`config.mk`:
```
export PLATFORM = sky130hd
export DESIGN_NAME = operand_stage
export DESIGN_NICKNAME = d
export VERILOG_FILES = /design/src/rtl/operand_stage.sv
export SDC_FILE = /design/constraint.sdc
export NUM_CORES = 1
export LEC_CHECK = 0
export BUFFER_PORTS_ARGS = -buffer_cell sky130_fd_sc_hd__buf_2
export CORE_ASPECT_RATIO = 1.25
export CORE_MARGIN = 3
export CORE_UTILIZATION = 33
export CTS_CLUSTER_SIZE = 8
export DETAILED_ROUTE_END_ITERATION = 7
export PLACE_DENSITY = 0.59
export SLEW_MARGIN = 40
export SYNTH_ARGS = -nofsm -noshare
export SYNTH_HDL_FRONTEND = slang
export SYNTH_SLANG_ARGS = --single-unit
```
`constraint.sdc`:
```
create_clock -name clk_i -period 4.7 [get_ports clk_i]
set_input_delay 0.235 -clock clk_i [delete_from_list [all_inputs] [get_ports clk_i]]
set_output_delay 0.235 -clock clk_i [all_outputs]
set_load 0.05 [all_outputs]
```
`src/rtl/operand_stage.sv`:
```
// Register-read / operand stage: holds one instruction, resolves operands via bypass, resolves branches.
// Latency: one cycle (operands, branch result and redirect are combinational from the held register).
// Backpressure: holds fields stable while out_ready_i=0 or a load-use hazard is pending; in_ready_o drops.
module operand_stage #(
    parameter int XLEN     = 32,
    parameter int NUM_FWD  = 2,
    parameter int ALU_OP_W = 6,
    parameter int CTRL_W   = 8
) (
    input  logic                    clk_i,
    input  logic                    rst_ni,
    input  logic                    flush_i,
    input  logic                    in_valid_i,
    output logic                    in_ready_o,
    input  logic [XLEN-1:0]         in_pc_i,
    input  logic [XLEN-1:0]         in_imm_i,
    input  logic [4:0]              in_rs1_i,
    input  logic [4:0]              in_rs2_i,
    input  logic [4:0]              in_rd_i,
    input  logic [ALU_OP_W-1:0]     in_alu_op_i,
    input  logic [4:0]              in_sel_i,
    input  logic [1:0]              in_jmp_opt_i,
    input  logic [CTRL_W-1:0]       in_ctrl_i,
    output logic [4:0]              rf_rs1_o,
    output logic [4:0]              rf_rs2_o,
    input  logic [XLEN-1:0]         rf_rs1_data_i,
    input  logic [XLEN-1:0]         rf_rs2_data_i,
    input  logic [NUM_FWD-1:0]      fwd_valid_i,
    input  logic [NUM_FWD-1:0]      fwd_pend_i,
    input  logic [NUM_FWD*5-1:0]    fwd_rd_i,
    input  logic [NUM_FWD*XLEN-1:0] fwd_data_i,
    output logic                    out_valid_o,
    input  logic                    out_ready_i,
    output logic [XLEN-1:0]         out_src1_o,
    output logic [XLEN-1:0]         out_src2_o,
    output logic [XLEN-1:0]         out_rs2_data_o,
    output logic [4:0]              out_rd_o,
    output logic [ALU_OP_W-1:0]     out_alu_op_o,
    output logic [CTRL_W-1:0]       out_ctrl_o,
    output logic [XLEN-1:0]         out_pc_o,
    output logic                    out_jmp_o,
    output logic                    redirect_o,
    output logic [XLEN-1:0]         redirect_pc_o
);

    // sel layout: {use_rs1, use_rs2, src1_is_pc, src2_is_imm, jalr}
    typedef struct packed {
        logic [XLEN-1:0]     pc;
        logic [XLEN-1:0]     imm;
        logic [4:0]          rs1;
        logic [4:0]          rs2;
        logic [4:0]          rd;
        logic [ALU_OP_W-1:0] alu_op;
        logic                use_rs1;
        logic                use_rs2;
        logic                src1_is_pc;
        logic                src2_is_imm;
        logic                jalr;
        logic [1:0]          jmp_opt;
        logic [CTRL_W-1:0]   ctrl;
    } hdr_t;

    hdr_t            held_q;
    hdr_t            in_hdr;
    logic            valid_q;
    logic [XLEN-1:0] rs1v, rs2v;
    logic            haz1, haz2, hazard;
    logic            cmp;
    logic            fire_out;
    logic [XLEN-1:0] tgt_sum;

    assign in_hdr = '{pc: in_pc_i, imm: in_imm_i, rs1: in_rs1_i, rs2: in_rs2_i, rd: in_rd_i,
                      alu_op: in_alu_op_i, use_rs1: in_sel_i[4], use_rs2: in_sel_i[3],
                      src1_is_pc: in_sel_i[2], src2_is_imm: in_sel_i[1], jalr: in_sel_i[0],
                      jmp_opt: in_jmp_opt_i, ctrl: in_ctrl_i};

    // Operand bypass: scan oldest to youngest so the lowest matching channel wins; x0 reads as zero.
    always_comb begin
        rs1v = '0;
        rs2v = '0;
        if (held_q.rs1 != 5'd0) begin
            rs1v = rf_rs1_data_i;
            for (int k = NUM_FWD - 1; k >= 0; k--) begin
                if (fwd_valid_i[k] && (fwd_rd_i[5*k +: 5] == held_q.rs1))
                    rs1v = fwd_data_i[XLEN*k +: XLEN];
            end
        end
        if (held_q.rs2 != 5'd0) begin
            rs2v = rf_rs2_data_i;
            for (int k = NUM_FWD - 1; k >= 0; k--) begin
                if (fwd_valid_i[k] && (fwd_rd_i[5*k +: 5] == held_q.rs2))
                    rs2v = fwd_data_i[XLEN*k +: XLEN];
            end
        end
    end

    // Load-use detection: any pending channel targeting a used, non-zero source stalls the stage.
    always_comb begin
        haz1 = 1'b0;
        haz2 = 1'b0;
        for (int k = 0; k < NUM_FWD; k++) begin
            if (fwd_pend_i[k] && (fwd_rd_i[5*k +: 5] == held_q.rs1) && (held_q.rs1 != 5'd0) && held_q.use_rs1)
                haz1 = 1'b1;
            if (fwd_pend_i[k] && (fwd_rd_i[5*k +: 5] == held_q.rs2) && (held_q.rs2 != 5'd0) && held_q.use_rs2)
                haz2 = 1'b1;
        end
    end

    assign hazard = valid_q & (haz1 | haz2);

    // Branch comparator selected by alu_op[2:0]; unused encodings never take.
    always_comb begin
        cmp = 1'b0;
        case (held_q.alu_op[2:0])
            3'b000:  cmp = (rs1v == rs2v);
            3'b001:  cmp = (rs1v != rs2v);
            3'b100:  cmp = ($signed(rs1v) <  $signed(rs2v));
            3'b101:  cmp = ($signed(rs1v) >= $signed(rs2v));
            3'b110:  cmp = (rs1v <  rs2v);
            3'b111:  cmp = (rs1v >= rs2v);
            default: cmp = 1'b0;
        endcase
    end

    assign out_valid_o    = valid_q & ~hazard & ~flush_i;
    assign fire_out       = out_valid_o & out_ready_i;
    assign in_ready_o     = ~valid_q | fire_out | flush_i;

    assign rf_rs1_o       = held_q.rs1;
    assign rf_rs2_o       = held_q.rs2;
    assign out_src1_o     = held_q.src1_is_pc  ? held_q.pc  : rs1v;
    assign out_src2_o     = held_q.src2_is_imm ? held_q.imm : rs2v;
    assign out_rs2_data_o = rs2v;
    assign out_rd_o       = held_q.rd;
    assign out_alu_op_o   = held_q.alu_op;
    assign out_ctrl_o     = held_q.ctrl;
    assign out_pc_o       = held_q.pc;

    assign out_jmp_o      = (cmp & held_q.jmp_opt[1]) | held_q.jmp_opt[0];
    // Redirect only on the handshake cycle, so it fires once per instruction.
    assign redirect_o     = fire_out & out_jmp_o;
    assign tgt_sum        = (held_q.jalr ? rs1v : held_q.pc) + held_q.imm;
    assign redirect_pc_o  = {tgt_sum[XLEN-1:1], tgt_sum[0] & ~held_q.jalr};

    // Pipeline register: flush beats accept, accept beats drain, otherwise hold.
    always_ff @(posedge clk_i or negedge rst_ni) begin
        if (!rst_ni) begin
            valid_q <= 1'b0;
            held_q  <= '0;
        end else if (flush_i) begin
            valid_q <= 1'b0;
        end else if (in_valid_i && in_ready_o) begin
            valid_q <= 1'b1;
            held_q  <= in_hdr;
        end else if (fire_out) begin
            valid_q <= 1'b0;
        end
    end

endmodule

```
==> impl_metrics.json <==
{
  "yosysUniqueCellTypes": 56,
  "clk_path_buf_depth": 2,
  "async_flop_share_pct": 100,
  "routed_via_density": 5.20,
  "synth_fp_nets": 1346,
  "track_usage_pct": 23.9,
  "finalInstanceArea_mm2": 0.0136,
  "final_cell_mix": "buf_2 (421), buf_4 (105), mux2_1 (100), dfrtp_1 (98), nor2_1 (83)",
  "ant_nets": 0,
  "cts.sinks": 101,
  "ios": 440,
  "grt_max_degree": 64,
  "start_util_pct": 33.8,
  "slowest_stage": "dfrtp_1",
  "ir_drop_mv": 0.259,
  "yosysTopAreaCellShare_pct": 26.2,
  "fin_nets": 1796,
  "critical_path.top_delay_family": "buffers and inverters",
  "die_area_mm2": 0.0313,
  "p_leak_uw": 0.00711,
  "avgSynthCellArea_um2": 9.32,
  "dr.pass1.iters": 5,
  "finalHoldViolCount": 0,
  "core_area_mm2": 0.0286,
  "holdWs_ns": 0.0691,
  "die_y_um": 197,
  "path_clk_slew_ns": 0.09,
  "max_freq_mhz": 213,
  "critPathRequiredTime_ns": 4.47,
  "yosysWarnings": 0,
  "finClkSkew_ns": 0.0102,
  "cp-start-kind": "flip-flop",
  "grt_pass1_vias": 10202,
  "detail_route.iter0.violations": 436,
  "final_common_cell": "buf_2",
  "dp.cells": 1844,
  "vias": 9798,
  "h-tree-depth": 3,
  "synth_seq_cells": 101,
  "p_per_area_mw_per_mm2": 500,
  "cp_num_buf_inv": 7,
  "synthCells": 1035,
  "cp-end-kind": "output port",
  "cts_buffers": 9,
  "drive_above_1_share_pct": 49.1,
  "cts_tree": "built",
  "status": "finished clean",
  "crit_fanout": 5,
  "worstSetupPathType": "reg2out",
  "synth-main-ff-cell": "dfrtp_1",
  "root_buffer": "clkbuf_16",
  "antenna_found_initial": 7,
  "yosysSeqAreaShare_pct": 26.2,
  "syn_to_final_growth_pct": 40.9,
  "post-route-period-util_pct": 100,
  "rsz0062_at_grt": "yes",
  "grt_pass1_wl_um": 58100,
  "clock_latency_ns": 0.37,
  "ys_top_cells_by_area": "dfrtp_1 (26%), mux2_1 (12%), ha_1 (8.2%), mux2_2 (7.2%), mux2i_1 (6.8%)",
  "cap_violations": 0,
  "setup_viol": 0,
  "synth_area_mm2": 0.00965,
  "drt_wl_total_um": 39200,
  "arrival_ns": 4.46,
  "hp-class": "in2reg",
  "post-dp-hpwl_um": 31000,
  "min_period_ns": 4.70,
  "gp_congestion": 0.896,
  "slew_headroom_pct": 48.6,
  "io_buffers": 439,
  "crit_chain": "xor2_1 > nor3_1 > buf_4 > nand3_4 > buf_4 > buf_4 > mux2i_2 > a211oi_2 > buf_4 > mux2_2 > ha_4 > nand3_2 > nor2_4 > nand3_1 > a21oi_2 > buf_4 > o211ai_1 > buf_4 > o311ai_4 > buf_6",
  "num_rows": 69,
  "crit_path_frequent_cell": "buf_4",
  "tns_ns": 0,
  "fin_cells": 1884,
  "critPathMaxStageDelay_ns": 0.42,
  "wl_per_cell_um": 20.8,
  "slew_violations": 0,
  "grt-ovfl-total": 0,
  "die_x_um": 159,
  "drcViolationCount": 0,
  "placed_area_mm2": 0.0124,
  "synth_edf_count": 0,
  "yosysTopAreaCell": "dfrtp_1",
  "final_util_pct": 47.6,
  "worst_slew_pin_slew_ns": 0.771
}
[stage by stage]
stage | setup slack (ns) | total power (uW)
floorplan | 0.00720 | 4440
global placement | -0.0139 | 5570
detailed placement | -0.0567 | 5590
CTS | -0.0181 | 6690
global route | -0.254 | 7140
finish | 0.00130 | 6800
[area by class of cell]
class | count | area [um^2]
fillers | 2758 | 15000
multi-input cells | 774 | 6820
repair buffers | 552 | 3250
flip-flops and latches | 101 | 2530
well taps | 390 | 488
clock buffers | 9 | 225
inverters | 47 | 176
clock inverters | 7 | 87.6
diodes | 4 | 10.0
[worst register-to-register path: cells and delay by family, from the launching register on]
kind            cells  cell delay [ns]
simple gates        2             1.05
compound gates      3             0.66
buf+inv             2             0.56
mux                 1             0.42
flops               1             0.41
[sequential cells by signal (all words and copies together) (netlist names)]
register      count
held_q           39
out_pc_o         32
out_ctrl_o        8
out_alu_op_o      6
out_rd_o          5
rf_rs1_o          5
rf_rs2_o          5
valid_q           1
[power breakdown]
part           internal (uW)  switching, uW
clock                    383            422
combinational           1580           3200
sequential              1020            196
[synth_stat cells, types with 4 or more instances]
master / instances
a21oi_1: 36
mux2_2: 62
a21o_1: 30
mux2_1: 100
dfrtp_1: 101
nand2_1: 55
xnor2_1: 24
nor2b_1: 4
ha_1: 63
buf_8: 11
nand2b_1: 4
a2111oi_0: 4
nor3_1: 12
o21a_1: 7
nand4_1: 10
a211o_1: 36
xor2_1: 22
a211oi_1: 33
mux2i_1: 66
buf_2: 6
clkbuf_1: 33
nor2_1: 89
o21ai_0: 55
a31oi_1: 4
buf_4: 61
nand3_1: 16
inv_1: 47
[repair_timing]
| action | CTS | global route |
|---|---|---|
| setup buffers | 15 | 3 |
| gates resized for setup | 106 | 41 |
| hold endpoints to repair | 62 | 0 |
| pin swaps | 32 | 12 |
| cloned | 2 | 0 |
| hold buffers | 1 | 0 |
| endpoints found under the setup margin | 19 | 18 |
[logic make-up after synthesis]
logic type / count (synthesis) / synth area share, %
and+or+nand+nor: 209 / 9.67
buffers and inverters: 161 / 10.0
DFF: 101 / 26.2
adders and majority gates: 64 / 8.38
xor gates and xnor gates: 46 / 4.18
muxes: 228 / 25.8
AOI/OAI and AO/OA: 226 / 15.8
[path summary, 6_finish.rpt]
check	endpoint	startpoint	slack, ns	cells past startpoint
min in group asynchronous	out_ctrl_o[1]	rst_ni	0.44	2
setup reg to reg	held_q[53]	rf_rs2_o[4]	1.47	8
hold / removal	held_q[39]	in_imm_i[3]	0.07	2
max in group asynchronous	held_q[59]	rst_ni	3.19	3
hold reg to reg	out_rd_o[2]	out_rd_o[2]	0.49	1
setup / recovery	redirect_pc_o[28]	rf_rs1_o[2]	0.001	20
[metal layers]
metal,vias up,part of all wire (%),wire (um),GRT usage [%]
met3,80,5.7,2250,5.03
met4,8,3.5,1380,10.6
met1,4715,39,15100,26.5
li1,4600,-,-,-
met5,-,0.13,52,0
met2,395,52,20300,44.1
No activity file was read; power rests on OpenSTA's default activity.
